--- config.mk ---
export PLATFORM = sky130hd
export DESIGN_NAME = fc_ctrl_fsm
export DESIGN_NICKNAME = d
export VERILOG_FILES = /design/src/rtl/fc_ctrl_pkg.sv /design/src/rtl/fc_ctrl_cnt.sv /design/src/rtl/fc_ctrl_fsm.sv
export SDC_FILE = /design/constraint.sdc
export NUM_CORES = 1
export LEC_CHECK = 0
export ABC_CLOCK_PERIOD_IN_PS = 4200
export BUFFER_PORTS_ARGS = -buffer_cell sky130_fd_sc_hd__buf_2
export CAP_MARGIN = 5
export CORE_ASPECT_RATIO = 0.7
export CORE_MARGIN = 1.5
export CORE_UTILIZATION = 50
export CTS_CLUSTER_DIAMETER = 30
export DETAILED_ROUTE_END_ITERATION = 8
export PLACE_DENSITY = 0.84
export SLEW_MARGIN = 20
export SYNTH_ARGS = -nofsm -noshare
export SYNTH_HDL_FRONTEND = slang
export SYNTH_HIERARCHICAL = 1
export SYNTH_SLANG_ARGS = --single-unit
--- constraint.sdc ---
create_clock -name S_AXIS_ACLK -period 4.2 [get_ports S_AXIS_ACLK]
set_input_delay 0.42 -clock S_AXIS_ACLK [delete_from_list [all_inputs] [get_ports S_AXIS_ACLK]]
set_output_delay 0.42 -clock S_AXIS_ACLK [all_outputs]
set_load 0.005 [all_outputs]
--- src/rtl/fc_ctrl_pkg.sv ---
// Shared types and defaults for the fully-connected layer control FSM.
package fc_ctrl_pkg;

  typedef enum logic [1:0] {
    IDLE  = 2'b00,
    CAL   = 2'b01,
    DRAIN = 2'b10,
    OUT   = 2'b11
  } state_t;

  localparam int CAL_LEN_DEF  = 784;
  localparam int OUT_LEN_DEF  = 10;
  localparam int PIPE_LAT_DEF = 3;

  // Index width for a count of len items, never narrower than one bit.
  function automatic int idx_width(input int len);
    return (len > 1) ? $clog2(len) : 1;
  endfunction

endpackage

--- src/rtl/fc_ctrl_cnt.sv ---
// Modulo-LEN beat counter with synchronous clear, enable and terminal-count flag.
module fc_ctrl_cnt
  import fc_ctrl_pkg::*;
#(
  parameter int LEN = 2,
  parameter int W   = idx_width(LEN)
) (
  input  logic         clk,
  input  logic         rst,
  input  logic         clr,
  input  logic         en,
  output logic [W-1:0] cnt,
  output logic         tc
);

  localparam logic [W-1:0] LAST = W'(LEN - 1);

  assign tc = (cnt == LAST);

  // NOTE: sequential state uses non-blocking assignments so every flop
  // samples the pre-edge value of its neighbours.
  always_ff @(posedge clk) begin
    if (rst || clr) begin
      cnt <= '0;
    end else if (en) begin
      cnt <= tc ? '0 : cnt + 1'b1;
    end
  end

endmodule

--- src/rtl/fc_ctrl_fsm.sv ---
// Frame controller for a streaming FC layer: accumulate, drain MAC pipeline, emit outputs.
// Optional busy-cycle counter on Perf_Cycles enabled by macro FC_CTRL_PERF_EN.
module fc_ctrl_fsm
  import fc_ctrl_pkg::*;
#(
  parameter int CAL_LEN  = CAL_LEN_DEF,
  parameter int OUT_LEN  = OUT_LEN_DEF,
  parameter int PIPE_LAT = PIPE_LAT_DEF
) (
  input  logic                          S_AXIS_ACLK,
  input  logic                          S_AXIS_ARESET,
  input  logic                          Din_Valid,
  output logic                          Din_Ready,
  output logic                          Cal_Valid,
  output logic                          Mac_Clr,
  output logic [idx_width(CAL_LEN)-1:0] Cal_Idx,
  output logic                          Dout_Valid,
  input  logic                          Dout_Ready,
  output logic                          Dout_Last,
  output logic [idx_width(OUT_LEN)-1:0] Out_Idx,
  output logic                          Busy,
  output logic                          Frame_Done,
  output logic [31:0]                   Perf_Cycles
);

  localparam int CW         = idx_width(CAL_LEN);
  localparam int OW         = idx_width(OUT_LEN);
  localparam int DW         = idx_width(PIPE_LAT);
  localparam int DRAIN_LAST = (PIPE_LAT > 0) ? PIPE_LAT - 1 : 0;

  state_t        state, state_next;
  logic          in_fire, out_fire, in_tc, out_tc, drain_done;
  logic [DW-1:0] drain_cnt;

  assign in_fire    = Din_Valid && Din_Ready;
  assign out_fire   = Dout_Valid && Dout_Ready;
  assign drain_done = (drain_cnt == DW'(DRAIN_LAST));

  fc_ctrl_cnt #(.LEN(CAL_LEN), .W(CW)) u_in_cnt (
    .clk (S_AXIS_ACLK),
    .rst (S_AXIS_ARESET),
    .clr (state == IDLE),
    .en  (in_fire),
    .cnt (Cal_Idx),
    .tc  (in_tc)
  );

  fc_ctrl_cnt #(.LEN(OUT_LEN), .W(OW)) u_out_cnt (
    .clk (S_AXIS_ACLK),
    .rst (S_AXIS_ARESET),
    .clr (state == IDLE),
    .en  (out_fire),
    .cnt (Out_Idx),
    .tc  (out_tc)
  );

  always_ff @(posedge S_AXIS_ACLK) begin
    if (S_AXIS_ARESET) begin
      state      <= IDLE;
      drain_cnt  <= '0;
      Frame_Done <= 1'b0;
    end else begin
      state      <= state_next;
      drain_cnt  <= (state != DRAIN || drain_done) ? '0 : drain_cnt + 1'b1;
      Frame_Done <= (state == OUT) && out_fire && out_tc;
    end
  end

  // NOTE: every signal written here gets a default first, so no path
  // through the case can leave a value held and infer a latch.
  always_comb begin
    state_next = state;
    Din_Ready  = 1'b0;
    Cal_Valid  = 1'b0;
    Mac_Clr    = 1'b0;
    Dout_Valid = 1'b0;
    Dout_Last  = 1'b0;
    Busy       = 1'b1;
    unique case (state)
      IDLE: begin
        Mac_Clr = 1'b1;
        Busy    = 1'b0;
        if (Din_Valid) state_next = CAL;
      end
      CAL: begin
        Din_Ready = 1'b1;
        Cal_Valid = Din_Valid;
        if (Din_Valid && in_tc) state_next = (PIPE_LAT == 0) ? OUT : DRAIN;
      end
      DRAIN: begin
        if (drain_done) state_next = OUT;
      end
      OUT: begin
        Dout_Valid = 1'b1;
        Dout_Last  = out_tc;
        if (Dout_Ready && out_tc) state_next = IDLE;
      end
      default: state_next = IDLE;
    endcase
  end

`ifdef FC_CTRL_PERF_EN
  // Saturating count of busy cycles; only reset clears it.
  always_ff @(posedge S_AXIS_ACLK) begin
    if (S_AXIS_ARESET) begin
      Perf_Cycles <= '0;
    end else if (Busy && (Perf_Cycles != '1)) begin
      Perf_Cycles <= Perf_Cycles + 1'b1;
    end
  end
`else
  assign Perf_Cycles = '0;
`endif

endmodule
==> metrics.md <==
| Metric | Value |
|---|---|
| Final worst-path cycle share | 48.55% |
| First-pass GRT wire length | 2973 um |
| #FFs+latches synth | 19 |
| CP Max Fanout | 8 |
| TritonCTS Sinks | 19 |
| Worst-Skew Late Latency | 0.31 ns |
| Remaining DRCs | 0 |
| Max-slew violation count | 0 |
| Total CTS buffers | 3 |
| Final setup viols | 0 |
| Nets | 180 |
| Post-synth top area share | 30.13% |
| Critical Path End Type | register |
| WL final | 2138 um |
| Vias | 966 |
| Vias in the first global route | 722 |
| Die area | 2840 sq um |
| Total power | 0.4667 mW |
| Maximum clock frequency | 0.4905 GHz |
| Core Area | 2421 sq um |
| Post-Synthesis Cells | 143 |
| Drt wl/cell | 10.53 um |
| Hold_buf cts | 0 |
| Critical Path RT | 4.41 ns |
| Gr usage total | 13.34% |
| Worst VDD drop | 0.1633 mV |
| Setup Buffers After CTS | 0 |
| Max Cap Violations | 0 |
| Pre-antenna DRT Iters | 4 |
| Final Hold Vio Count | 0 |
| Largest net degree at the start of global routing | 12 |
| Die Y | 45.04 um |
| Tmin final | 2.039 ns |
| CP startpoint kind | register |
| Unrepaired setup endpoints after global routing | no |
| Register area share after synthesis | 30.13% |
| H-Tree Depth | 1 |
| Synth unique cells | 43 |
| Maximum root-to-sink buffer count | 2 |
| Antenna Cells | 0 |
| IO Count | 57 |
| Layout cell share with drive strength beyond 1 | 23.67% |
| Slew at the pin closest to its max-slew limit | 0.5969 ns |
| Cell taking the most area after synthesis | dfxtp_1 |
| Cell with the most instances after synthesis | buf_4 |
| Post-Synthesis Cell Area | 1262 sq um |
| Post-synth EDFFs | 0 |
| Worst-path clk slew | 0.12 ns |
| Site row count | 15 |
| Antenna Nets Post-Route | 0 |
| Synth warnings | 6 |
| Initial core utilization | 52.14% |
| CTS tree | done |
| Outcome | finished clean |
| RD Place Congestion | 0.8282 |
| Root buffer cell | clkbuf_4 |
| Mean post-synth cell area | 8.828 sq um |
| Initial drt markers | 46 |
| Cell Pwr Density | 354.3 nW/um^2 |
| Synth area leaders | dfxtp_1 30%, buf_4 19%, ha_1 5.9%, nand2_1 3.0%, nor2_1 2.7% |
| Static Leak | 0.6061 nW |
| Hold slack | 0.3781 ns |
| Synth top cells by count | 32 x buf_4, 19 x dfxtp_1, 10 x nand2_1, 9 x nor2_1 |
| Vias per inst | 4.759 |
| Top_reg_cell synth | dfxtp_1 |
| FFs w/ async S/R, synth | 0% |
| Post-CTS sizing | 0 |
| Initial antenna violation count | 0 |
| Port Buf Inserts | 24 |
| Global route overflow | 0 |
| Layout area overhead | 4.360% |
| Worst rel slew slack | 59.84% |
| Worst Path Arrival | 2.25 ns |
| Die W | 63.06 um |
| Critical path class | register to register |
| Final Skew | 0.02413 ns |
| Setup TNS | 0 ns |
| Dpl hpwl | 1683 um |
| Worst Hold Class | input port to register |
## path summary, 6_finish.rpt
check	slack [ns]	to	start	depth (start not counted)
max	2.16	state[0]$_SDFFE_PP0P_	u_in_cnt/cnt[4]$_SDFFE_PP0P_	6
min	0.38	u_out_cnt/cnt[0]$_SDFFE_PP0P_	S_AXIS_ARESET	2
max reg2reg	2.16	state[0]$_SDFFE_PP0P_	u_in_cnt/cnt[4]$_SDFFE_PP0P_	6
min reg2reg	0.43	drain_cnt[0]$_SDFF_PP0_	drain_cnt[0]$_SDFF_PP0_	1
## report_power, final
group          switching (mW)  total [mW]  internal, mW
combinational          0.0947       0.170        0.0757
clock                  0.0581      0.0936        0.0355
sequential             0.0110       0.203         0.192
total                   0.164       0.467         0.303
## cell usage in the layout (no fill, tap or decap), types with 2 or more instances in the layout
master,netlist,routed
a21oi_1,6,6
and2_1,3,3
buf_2,0,24
clkbuf_4,0,3
conb_1,1,32
dfxtp_1,19,19
ha_1,6,6
inv_1,5,5
mux2i_1,3,3
nand2_1,10,10
nand2b_1,4,4
nand3_1,4,4
nand4_1,3,3
nor2_1,9,9
nor2b_1,2,2
nor3_1,2,2
o21ai_0,3,3
or3_1,2,2
xnor2_1,3,3
xor2_1,2,2
## flip-flops by register name (all words and copies together) (netlist names)
| signal | flops |
|---|---|
| Frame_Done | 1 |
| state | 2 |
| drain_cnt | 2 |
| u_in_cnt/cnt | 10 |
| u_out_cnt/cnt | 4 |
## worst max-delay path, cell delays in order (launching register included)
cell       delay (ns)
dfxtp_1          0.40
nor4_1           0.58
nand3_1          0.15
nor2_1           0.12
a21boi_1         0.09
a2111oi_4        0.34
mux2i_1          0.25
## metrics by stage
stage	cells	setup WS, ns	cell area, sq um	util [%]
detailed placement	199	2.228	1290	53.28
finish	203	2.161	1318	54.42
floorplan	174	2.459	1379	-
global route	203	1.980	1318	54.42
CTS	203	2.170	1318	54.42
global placement	199	2.287	1290	53.28
## logic make-up (layout without fill, tap and decap cells)
group	count (synthesis)	count (layout)	synth area share [%]
and+or+nand+nor	49	49	22.10
buffers and inverters	38	33	21.41
AOI/OAI and AO/OA	21	21	13.38
DFF	19	19	30.13
adders and majority gates	6	6	5.946
xor gates and xnor gates	5	5	3.469
muxes	4	4	3.271
other	1	32	0.2970
## final cells by class
| class | instances | area [sq um] |
|---|---|---|
| fill | 221 | 1104 |
| multi-input combinational | 117 | 728.2 |
| sequential | 19 | 380.4 |
| timing repair buffer | 24 | 120.1 |
| tap | 34 | 42.54 |
| clock buffer | 3 | 22.52 |
| inverter | 5 | 18.77 |
| clock inverter | 1 | 5.005 |
## routing by layer
layer / share of wire (%) / up-vias / global-route usage, %
met1: 45 / 444 / 16.54
met2: 49 / 39 / 23.40
li1: - / 483 / -
met3: 5.5 / 0 / 3.491
met5: 0 / - / 0
met4: 0 / 0 / 4.000
Note: power is estimated with default switching activity, not from simulation.
